===== src/rtl/fir_norm_seq_ctrl_pkg.sv =====
// Shared definitions for the FIR+normalizer run sequencer: state
// encodings, datapath defaults and a constant clog2 used to size counters.
package fir_norm_seq_ctrl_pkg;

  localparam int DEF_DW  = 176;   // 11 channels x 16 bits
  localparam int DEF_CNT = 1000;  // words per frame, matches the normalizer

  typedef enum logic [2:0] {
    S_IDLE  = 3'd0,
    S_START = 3'd1,
    S_FEED  = 3'd2,
    S_DRAIN = 3'd3,
    S_FDONE = 3'd4
  } state_t;

  // Bits needed to hold the values 0..v-1 (at least 1).
  function automatic int clog2(input int v);
    int r;
    r = 0;
    for (int i = 0; i < 31; i++)
      if ((32'sd1 <<< i) < v) r = i + 1;
    return (r < 1) ? 1 : r;
  endfunction

endpackage


===== src/rtl/fir_norm_seq_ctrl_timer.sv =====
// fir_norm_seq_timer: loadable up-counter with a terminal-count flag.
// Used by the sequencer to bound how long DRAIN waits for the end flag.
module fir_norm_seq_timer #(
  parameter int          W    = 12,
  parameter int unsigned TERM = 4094
) (
  input  logic         clk,
  input  logic         rst_n,
  input  logic         load,
  input  logic [W-1:0] load_val,
  input  logic         en,
  output logic         tc
);

  logic [W-1:0] cnt;

  // load has priority; otherwise count while enabled
  always_ff @(posedge clk or negedge rst_n) begin
    if (!rst_n)    cnt <= '0;
    else if (load) cnt <= load_val;
    else if (en)   cnt <= cnt + W'(1);
  end

  assign tc = (cnt == W'(TERM));

endmodule


===== src/rtl/fir_norm_seq_ctrl.sv =====
// fir_norm_seq_ctrl: run-level sequencer for the 11-channel FIR+normalizer.
// Issues a start pulse per frame, meters exactly CNT upstream words into
// the datapath, waits (bounded) for the frame end flag, and reports
// frame/run completion plus a sticky timeout error.
// Optional build macro: FIR_NORM_SEQ_STATS_EN enables the per-frame
// output-valid counter on stat_out_cnt (tied to 0 otherwise).
module fir_norm_seq_ctrl
  import fir_norm_seq_ctrl_pkg::*;
#(
  parameter int CNT      = DEF_CNT,
  parameter int DW       = DEF_DW,
  parameter int FRAMES_W = 8,
  parameter int TIMEOUT  = 4095
) (
  input  logic                clk,
  input  logic                rst_n,
  input  logic [FRAMES_W-1:0] cfg_frames,
  input  logic                run_req,
  input  logic                abort,
  input  logic [DW-1:0]       s_tdata,
  input  logic                s_tvalid,
  output logic                s_tready,
  output logic                fir_start_flag,
  output logic [DW-1:0]       fir_data_in,
  output logic                fir_data_in_valid,
  input  logic                fir_data_out_valid,
  input  logic                fir_process_end_flag,
  output logic                busy,
  output logic [FRAMES_W-1:0] frame_idx,
  output logic                frame_done,
  output logic                run_done,
  output logic                err_timeout,
  output logic [15:0]         stat_out_cnt
);

  localparam int CW = clog2(CNT);
  localparam int TW = clog2(TIMEOUT);

  state_t              state, nstate;
  logic [CW-1:0]       smp_cnt;
  logic [FRAMES_W-1:0] frames_q;
  logic                accept, last_word, last_frame, tmo_tc;

  assign s_tready       = (state == S_FEED);
  assign accept         = s_tvalid & s_tready;
  assign last_word      = (smp_cnt == CW'(CNT - 1));
  assign last_frame     = (frame_idx == frames_q - FRAMES_W'(1));
  assign fir_start_flag = (state == S_START);

  // DRAIN watchdog: held at 0 outside DRAIN, counts every DRAIN cycle
  fir_norm_seq_timer #(.W(TW), .TERM(TIMEOUT - 1)) u_tmo (
    .clk      (clk),
    .rst_n    (rst_n),
    .load     (state != S_DRAIN),
    .load_val ('0),
    .en       (state == S_DRAIN),
    .tc       (tmo_tc)
  );

  // state register
  always_ff @(posedge clk or negedge rst_n) begin
    if (!rst_n) state <= S_IDLE;
    else        state <= nstate;
  end

  // next state and completion pulses; abort overrides everything
  always_comb begin
    nstate     = state;
    frame_done = 1'b0;
    run_done   = 1'b0;
    case (state)
      S_IDLE:  if (run_req) nstate = S_START;
      S_START: nstate = S_FEED;
      S_FEED:  if (accept && last_word) nstate = S_DRAIN;
      S_DRAIN: begin
        // end flag wins over a coincident terminal count
        if (fir_process_end_flag) nstate = S_FDONE;
        else if (tmo_tc) begin
          nstate   = S_IDLE;
          run_done = 1'b1;
        end
      end
      S_FDONE: begin
        frame_done = 1'b1;
        if (last_frame) begin
          nstate   = S_IDLE;
          run_done = 1'b1;
        end else begin
          nstate = S_START;
        end
      end
      default: nstate = S_IDLE;
    endcase
    if (abort) begin
      nstate     = S_IDLE;
      frame_done = 1'b0;
      run_done   = busy;
    end
  end

  // run bookkeeping: busy, frame config/index, sticky timeout error
  always_ff @(posedge clk or negedge rst_n) begin
    if (!rst_n) begin
      busy        <= 1'b0;
      frames_q    <= '0;
      frame_idx   <= '0;
      err_timeout <= 1'b0;
    end else begin
      busy <= (nstate != S_IDLE);
      if (!abort) begin
        if (state == S_IDLE && run_req) begin
          frames_q    <= (cfg_frames == '0) ? FRAMES_W'(1) : cfg_frames;
          frame_idx   <= '0;
          err_timeout <= 1'b0;
        end
        if (state == S_DRAIN && !fir_process_end_flag && tmo_tc)
          err_timeout <= 1'b1;
        if (state == S_FDONE && !last_frame)
          frame_idx <= frame_idx + FRAMES_W'(1);
      end
    end
  end

  // per-frame word meter and registered word/valid to the datapath
  always_ff @(posedge clk or negedge rst_n) begin
    if (!rst_n) begin
      smp_cnt           <= '0;
      fir_data_in       <= '0;
      fir_data_in_valid <= 1'b0;
    end else begin
      if (state == S_START)  smp_cnt <= '0;
      else if (accept)       smp_cnt <= smp_cnt + CW'(1);
      fir_data_in_valid <= accept & ~abort;
      if (accept && !abort)  fir_data_in <= s_tdata;
    end
  end

`ifdef FIR_NORM_SEQ_STATS_EN
  logic [15:0] out_acc, acc_nxt;

  // saturating add of this cycle's output valid
  always_comb begin
    acc_nxt = out_acc;
    if (fir_data_out_valid && out_acc != 16'hFFFF) acc_nxt = out_acc + 16'd1;
  end

  // accumulate START..FDONE, publish at FDONE
  always_ff @(posedge clk or negedge rst_n) begin
    if (!rst_n) begin
      out_acc      <= '0;
      stat_out_cnt <= '0;
    end else begin
      if (state == S_START)
        out_acc <= fir_data_out_valid ? 16'd1 : 16'd0;
      else if (state == S_FEED || state == S_DRAIN)
        out_acc <= acc_nxt;
      if (state == S_FDONE && !abort)
        stat_out_cnt <= acc_nxt;
    end
  end
`else
  logic stats_unused;
  assign stats_unused = fir_data_out_valid;
  assign stat_out_cnt = '0;
`endif

endmodule

===== config.mk =====
export PLATFORM = sky130hd
export DESIGN_NAME = fir_norm_seq_ctrl
export DESIGN_NICKNAME = d
export VERILOG_FILES = /design/src/rtl/fir_norm_seq_ctrl_pkg.sv /design/src/rtl/fir_norm_seq_ctrl_timer.sv /design/src/rtl/fir_norm_seq_ctrl.sv
export SDC_FILE = /design/constraint.sdc
export NUM_CORES = 1
export LEC_CHECK = 0
export BUFFER_PORTS_ARGS = -buffer_cell sky130_fd_sc_hd__buf_2
export CAP_MARGIN = 20
export CORE_ASPECT_RATIO = 1.1
export CORE_MARGIN = 2
export CORE_UTILIZATION = 25
export DETAILED_ROUTE_END_ITERATION = 6
export PLACE_DENSITY_LB_ADDON = 0.05
export SLEW_MARGIN = 20
export SYNTH_ARGS = -nofsm -noshare
export SYNTH_HDL_FRONTEND = slang
export SYNTH_SLANG_ARGS = --single-unit

===== constraint.sdc =====
create_clock -name clk -period 2.8 [get_ports clk]
set_clock_uncertainty 0.05 [all_clocks]
set_input_delay 0 -clock clk [delete_from_list [all_inputs] [get_ports clk]]
set_output_delay 0 -clock clk [all_outputs]
set_load 0.05 [all_outputs]

## Yosys cells after proc, flatten, opt, wreduce, memory -nomap -nowiden

Index checks and enable logic that the tools add are counted.

| word-level totals | value |
|---|---|
| register bits after elaboration | 220 |
| bits of input ports | 191 |
| output and inout bits | 207 |
| word-level logic and storage cells | 66 |

| operators by class | value |
|---|---|
| $add $sub $neg | 4 |
| equal/unequal tests | 8 |
| muxes and demuxes | 23 |
| bitwise logic cells | 3 |
| reductions and logical operators | 19 |

Operators by type and width:

| cell | count |
|---|---|
| two-way mux 12 bit | 2 |
| two-way mux 8 bit | 3 |
| two-way mux 10 bit | 2 |
| two-way mux 3 bit | 5 |
| case mux 3 bit (5 select lines) | 1 |
| adder 12 x 1 -> 12 bit, second input constant | 1 |
| equality test 12 bit, second input constant | 1 |
| adder 10 x 1 -> 10 bit, second input constant | 1 |
| equality test 10 bit, second input constant | 1 |
| two-way mux 1 bit | 9 |
| adder 8 x 1 -> 8 bit, second input constant | 1 |
| equality test 8 bit | 1 |
| zero test 8 bit | 1 |
| nonzero test 2 bit | 4 |
| subtractor 8 x 1 -> 8 bit, second input constant | 1 |
| equality test 3 x 2 -> 1 bit, second input constant | 2 |
| logical AND 1 bit | 6 |
| AND reduction 2 bit | 3 |
| equality test 3 x 1 -> 1 bit, second input constant | 1 |
| equality test 3 bit, second input constant | 1 |
| zero test 1 bit | 3 |
| zero test 3 bit | 1 |
| inequality test 3 x 2 -> 1 bit, second input constant | 1 |
| nonzero test 3 bit | 1 |
| other kinds (3) | 4 |

## Depth between registers and ports, before layout

| logic depth | value |
|---|---|
| depth in word-level cells | 7 |
| depth in mapped cells | 10 |
| mapped depth without buffers | 9 |

## Modules after synthesis

From an unflattened synthesis, not the netlist that was laid out.

| unflattened totals | value |
|---|---|
| cells, all modules | 664 |
| area total of the unflattened synthesis | 9178.8 um^2 |

By module, submodules not included:

| module | instances | cells each | area each (um^2) | sequential area each (um^2) |
|---|---|---|---|---|
| fir_norm_seq_ctrl | 1 | 578 | 8428.1 | 5205.0 |
| fir_norm_seq_timer | 1 | 86 | 750.7 | 300.3 |

## Worst setup path after synthesis

No wires, ideal clock.

| path | value |
|---|---|
| path kind | flip-flop to flip-flop |
| from | register state[2] |
| to | register fir_data_in[100] |
| data arrival time | 2.925 ns |
| data required time | 2.625 ns |
| slack | -0.300 ns |
| cell stages (with the launch flop) | 8 |
| path buffers | 3 |
| clock period less this slack | 3.100 ns |
| cells stage by stage | dfrtp_1 > clkbuf_1 > nor3b_1 > nand2_1 > nor2_1 > buf_2 > buf_2 > mux2_2 |

| between the ends | value |
|---|---|
| word-level cells in the longest chain between the ends | 3 |

Ends and longest elaborated chain:

| element | RTL line | text |
|---|---|---|
| from (decl) | fir_norm_seq_ctrl.sv:39 | `state_t state, nstate;` |
| from (signal assigned) | fir_norm_seq_ctrl.sv:63 | `else state <= nstate;` |
| equality test 3 x 2 -> 1 bit | fir_norm_seq_ctrl.sv:44 | `assign s_tready = (state == S_FEED);` |
| named net s_tready | fir_norm_seq_ctrl.sv:22 | `output logic s_tready,` |
| AND 1 bit | fir_norm_seq_ctrl.sv:45 | `assign accept = s_tvalid & s_tready;` |
| logical AND 1 bit | fir_norm_seq_ctrl.sv:134 | `if (accept && !abort) fir_data_in <= s_tdata;` |
| to (signal assigned) | fir_norm_seq_ctrl.sv:134 |  |
| to (decl) | fir_norm_seq_ctrl.sv:24 | `output logic [DW-1:0] fir_data_in,` |

The timed path passes the listed nets, and every way through them passes these cells.
A chain may end at the register's enable or synchronous reset.

## Worst setup path in the final report

| path | value |
|---|---|
| from | register frames_q[3] |
| to | output run_done |

| between the ends | value |
|---|---|
| word-level cells in the longest chain between the ends | 5 |

Ends and longest elaborated chain:

| element | RTL line | text |
|---|---|---|
| from (decl) | fir_norm_seq_ctrl.sv:41 | `logic [FRAMES_W-1:0] frames_q;` |
| from (signal assigned) | fir_norm_seq_ctrl.sv:112 | `frames_q <= (cfg_frames == '0) ? FRAMES_W'(1) : cfg_frames;` |
| subtractor 8 x 1 -> 8 bit | fir_norm_seq_ctrl.sv:47 | `assign last_frame = (frame_idx == frames_q - FRAMES_W'(1));` |
| equality test 8 bit | fir_norm_seq_ctrl.sv:47 |  |
| two-way mux 1 bit | fir_norm_seq_ctrl.sv:85 | `if (last_frame) begin` |
| case mux 1 bit (2 select lines) | fir_norm_seq_ctrl.sv:71 | `case (state)` |
| two-way mux 1 bit | fir_norm_seq_ctrl.sv:94 | `if (abort) begin` |
| to (decl) | fir_norm_seq_ctrl.sv:31 | `output logic run_done,` |

Every way passes these cells.

==> flow_summary.html <==
<table>
<tr><th>Metric</th><th>Value</th></tr>
<tr><th colspan="2">Critical path</th></tr>
<tr><td>Data required time at the worst endpoint</td><td>2.75 ns</td></tr>
<tr><td>Critical path launch point type</td><td>register</td></tr>
<tr><td>Type of the worst setup path</td><td>register to output port</td></tr>
<tr><td>Slowest cell delay on critical path</td><td>0.44 ns</td></tr>
<tr><td>Worst endpoint data arrival time</td><td>2.68 ns</td></tr>
<tr><td>Element type at the critical path end</td><td>output port</td></tr>
<tr><td>Kind of cell adding the most delay to the critical path</td><td>compound AO/OA/AOI/OAI gates</td></tr>
<tr><td>CP bufs+invs</td><td>2</td></tr>
<tr><td>Max Fanout on Critical Path</td><td>3</td></tr>
<tr><td>Worst-path cell chain</td><td>buf_4, xnor2_2, xnor2_1, o31a_2, a2111oi_4, and2_4, a21oi_2, o21ai_2, buf_6</td></tr>
<tr><td>Cell with the largest stage delay on the worst path</td><td>dfrtp_2</td></tr>
<tr><th colspan="2">GRT</th></tr>
<tr><td>Antenna violations before repair</td><td>0</td></tr>
<tr><td>Pin count of the biggest net entering global routing</td><td>89</td></tr>
<tr><td>First-pass GRT wire length</td><td>44.3 mm</td></tr>
<tr><td>Tot GR Track Use</td><td>15.0%</td></tr>
<tr><td>Vias in the first global route</td><td>7986</td></tr>
<tr><td>Overflow after GRT</td><td>0</td></tr>
<tr><th colspan="2">Route</th></tr>
<tr><td>Number of DRC violations after detailed-routing iteration 0</td><td>183</td></tr>
<tr><td>Via density per instance</td><td>4.20</td></tr>
<tr><td>Detail-routed net length per standard cell</td><td>16.2 um</td></tr>
<tr><td>Drt drc</td><td>0</td></tr>
<tr><td>Post-detailed-route count of antenna-violating nets</td><td>0</td></tr>
<tr><td>Pre-antenna DRT Iters</td><td>4</td></tr>
<tr><td>Detailed-route wire length</td><td>28.5 mm</td></tr>
<tr><td>Total via count in the routed design</td><td>7413</td></tr>
<tr><th colspan="2">Synthesis</th></tr>
<tr><td>FFs w/ async S/R, synth</td><td>100%</td></tr>
<tr><td>Unique masters post-synth</td><td>50</td></tr>
<tr><td>Count of flip-flops with a built-in enable after synthesis</td><td>0</td></tr>
<tr><td>Post-synthesis cell type with the largest combined area</td><td>dfrtp_1</td></tr>
<tr><td>Number of standard cells after synthesis</td><td>656</td></tr>
<tr><td>Synthesized-area fraction occupied by adder cells</td><td>0.689%</td></tr>
<tr><td>Flip-flop and latch count after synthesis</td><td>220</td></tr>
<tr><td>Portion of netlist area occupied by mux cells</td><td>22.3%</td></tr>
<tr><td>Compound-gate portion of the synthesized area</td><td>3.07%</td></tr>
<tr><td>Combinational family with the most area after synthesis</td><td>multiplexers</td></tr>
<tr><td>Share of the synthesized area in the top cell type</td><td>60.7%</td></tr>
<tr><td>Mean cell area of the mapped netlist</td><td>13.8 um^2</td></tr>
<tr><td>Warning count from the yosys run</td><td>0</td></tr>
<tr><td>Basic-gate share of the synthesized area counting and, or, nand and nor cells</td><td>7.68%</td></tr>
<tr><td>Netlist area before placement</td><td>9070 um^2</td></tr>
<tr><td>Xor/xnor share of the synthesized area</td><td>2.58%</td></tr>
<tr><td>Dominant cells by area after synthesis</td><td>dfrtp_1 (61%), mux2_2 (22%), nand2_1 (1.7%)</td></tr>
<tr><td>Main flop type after synthesis</td><td>dfrtp_1</td></tr>
<tr><td>Post-synthesis sequential area ratio</td><td>60.7%</td></tr>
<tr><th colspan="2">Floorplanning</th></tr>
<tr><td>Vertical extent of the die</td><td>204 um</td></tr>
<tr><td>Placeable core region</td><td>36000 um^2</td></tr>
<tr><td>Floorplan die area</td><td>37800 um^2</td></tr>
<tr><td>Starting density of the core</td><td>25.2%</td></tr>
<tr><td>I/O pin count</td><td>398</td></tr>
<tr><td>Floorplan die width</td><td>186 um</td></tr>
<tr><td>Number of placement rows</td><td>73</td></tr>
<tr><th colspan="2">CTS</th></tr>
<tr><td>Sink count of the clock tree</td><td>220</td></tr>
<tr><td>Clk slew on worst S/H paths</td><td>0.06 ns</td></tr>
<tr><td>Number of buffers between clock root and the deepest sink</td><td>3</td></tr>
<tr><td>Clock latency of the later-clocked register in the worst-skew pair</td><td>0.55 ns</td></tr>
<tr><td>Number of buffers created by CTS</td><td>28</td></tr>
<tr><td>TritonCTS clock tree</td><td>built</td></tr>
<tr><td>Maximum level of the CTS H-tree</td><td>1</td></tr>
<tr><td>Master cell of the clock root buffer</td><td>clkbuf_16</td></tr>
<tr><th colspan="2">Placed design</th></tr>
<tr><td>Number of buffers inserted by port buffering</td><td>380</td></tr>
<tr><td>DP HPWL</td><td>20.0 mm</td></tr>
<tr><td>Placer's final routability congestion estimate</td><td>0.735</td></tr>
<tr><th colspan="2">Pwr</th></tr>
<tr><td>Cell leakage power</td><td>7.00 nW</td></tr>
<tr><td>Combinational share of power</td><td>43.5%</td></tr>
<tr><td>Maximum vdd drop</td><td>0.640 mV</td></tr>
<tr><td>Switching part of the total</td><td>44.5%</td></tr>
<tr><td>Internal Dissipation</td><td>8.23 mW</td></tr>
<tr><td>Share of total power in the clock network</td><td>24.9%</td></tr>
<tr><td>Sequential cell fraction of total power</td><td>31.6%</td></tr>
<tr><td>Pwr/cell area</td><td>1020 nW/um^2</td></tr>
<tr><td>Overall power after layout</td><td>14.8 mW</td></tr>
<tr><td>Switching power total</td><td>6.61 mW</td></tr>
<tr><th colspan="2">Timing</th></tr>
<tr><td>Peak clock frequency supported by timing</td><td>366 MHz</td></tr>
<tr><td>Time the final worst path needs with I/O delays and setup</td><td>2.73 ns</td></tr>
<tr><td>Final period utilization</td><td>97.6%</td></tr>
<tr><td>Sum Neg Setup Slack</td><td>0 ns</td></tr>
<tr><td>Relative max-transition margin</td><td>51.1%</td></tr>
<tr><td>Least-Margin Pin Slew</td><td>0.733 ns</td></tr>
<tr><td>Final hold viol count</td><td>2</td></tr>
<tr><td>Final worst hold slack</td><td>-0.0109 ns</td></tr>
<tr><td>RSZ-0062 raised after global routing</td><td>true</td></tr>
<tr><td>Number of setup violations in the final report</td><td>0</td></tr>
<tr><td>Max-slew violation total from the final report</td><td>0</td></tr>
<tr><th colspan="2">Run status</th></tr>
<tr><td>Violations in the final reports</td><td>negative hold slack</td></tr>
<tr><td>Run status</td><td>finished, violations left</td></tr>
<tr><th colspan="2">Cells and area</th></tr>
<tr><td># nets final</td><td>1452</td></tr>
<tr><td>Most common cell after layout, fill and taps aside</td><td>buf_2</td></tr>
<tr><td>Number of antenna diodes</td><td>0</td></tr>
<tr><td>Area growth from synthesis to final layout</td><td>60.9%</td></tr>
<tr><td>Share of layout cells above drive strength 1</td><td>51.4%</td></tr>
<tr><td>Top library cells by usage in the layout, fill and taps aside</td><td>buf_2 (378), dfrtp_1 (217), dlygate4sd3_1 (190)</td></tr>
<tr><th colspan="2">Min path</th></tr>
<tr><td>Hold crit path type</td><td>input port to async pin</td></tr>
<tr><th colspan="2">Job</th></tr>
<tr><td>Number of violations of the max-capacitance limit</td><td>0</td></tr>
</table>
-- metal layers --
layer | up-vias | track usage, % | routed length, um
met2 | 275 | 25.5 | 14100
li1 | 3485 | - | -
met4 | 0 | 5.88 | 1010
met5 | - | 0 | 0
met1 | 3603 | 17.2 | 10900
met3 | 50 | 5.36 | 2520
-- worst paths after layout --
check	startpoint	to	slack, ns	cells past startpoint
min reg2reg	fir_data_in[113]	fir_data_in[113]	0.45	1
max reg2reg	frames_q[3]	frame_idx[1]	0.48	9
min	rst_n	fir_data_in[81]	-0.01	2
max	frames_q[3]	run_done	0.07	9
max in group asynchronous	rst_n	smp_cnt[4]	1.79	3
min in group clk	s_tdata[110]	fir_data_in[110]	0.16	3
-- flip-flops by register name (all words and copies together) (netlist names) --
register and flops:
fir_data_in 176, u_tmo.cnt 12, smp_cnt 10, frame_idx 8
frames_q 8, state 3, busy 1, err_timeout 1
fir_data_in_valid 1
-- worst register-to-register path, cell delays in order, from the launching register on --
cell	delay [ns]
dfrtp_2	0.44
buf_4	0.15
xnor2_2	0.13
xnor2_1	0.13
o31a_2	0.35
a2111oi_4	0.35
buf_4	0.18
nand2_2	0.12
a32oi_1	0.22
o21ai_1	0.09
-- final cells by class --
class	instances	area [um^2]
Timing Repair Buffer	599	4090
Inverter	6	22.5
Sequential cell	220	5510
Clock inverter	12	138
Clock buffer	39	803
Multi-Input combinational cell	401	3430
Fill cell	3562	21400
Tap cell	487	609
-- Yosys cell counts (all sizes together) (4+ instances only) --
library cell	n
nand2b	4
nand3	13
dfrtp	220
nand2	41
xnor2	9
mux2i	4
nand4	11
nor2	32
buf	35
or3	5
mux2	176
and2	5
a21oi	9
o21ai	13
ha	5
xor2	16
inv	6
clkbuf	9
-- per-stage QoR --
step,instance area [um^2],instances,setup slack [ns],hold WS (ns),util [%]
4_1_cts,14600,1760,0.0294,0.0430,40.5
6_report,14600,1764,0.0675,-0.0109,40.6
5_1_grt,14600,1764,-0.0766,0.0544,40.6
2_1_floorplan,9140,671,0.0609,-0.346,-
3_5_place_dp,11600,1511,0.186,0.0378,32.2
3_3_place_gp,11600,1511,0.211,0.0443,32.2
-- logic make-up (layout without fill, tap and decap cells) --
group | after synthesis | count (layout)
DFF | 220 | 220
adders and majority gates | 5 | 5
and+or+nand+nor | 135 | 135
muxes | 180 | 180
AOI/OAI and AO/OA | 40 | 40
other | 1 | 16
buffers and inverters | 50 | 656
xor gates and xnor gates | 25 | 25
-- power by group through the flow --
stage / combinational (mW) / clock (mW) / sequential [mW]
6_report: 6.46 / 3.70 / 4.68
4_1_cts: 6.50 / 3.83 / 4.69
3_5_place_dp: 6.21 / 0 / 4.72
3_3_place_gp: 6.20 / 0 / 4.71
5_1_grt: 6.78 / 3.99 / 4.83
2_1_floorplan: 1.19 / 0 / 8.07
-- repair_timing --
item                                    4_1_cts  5_1_grt
endpoints found under the hold margin       298        0
cloned                                        0        0
endpoints found under the setup margin        1        1
gates resized for setup                      17        1
hold buffers                                190        0
pin swaps                                     9        7
setup buffers                                 8        4
No activity file was read; power rests on OpenSTA's default activity.
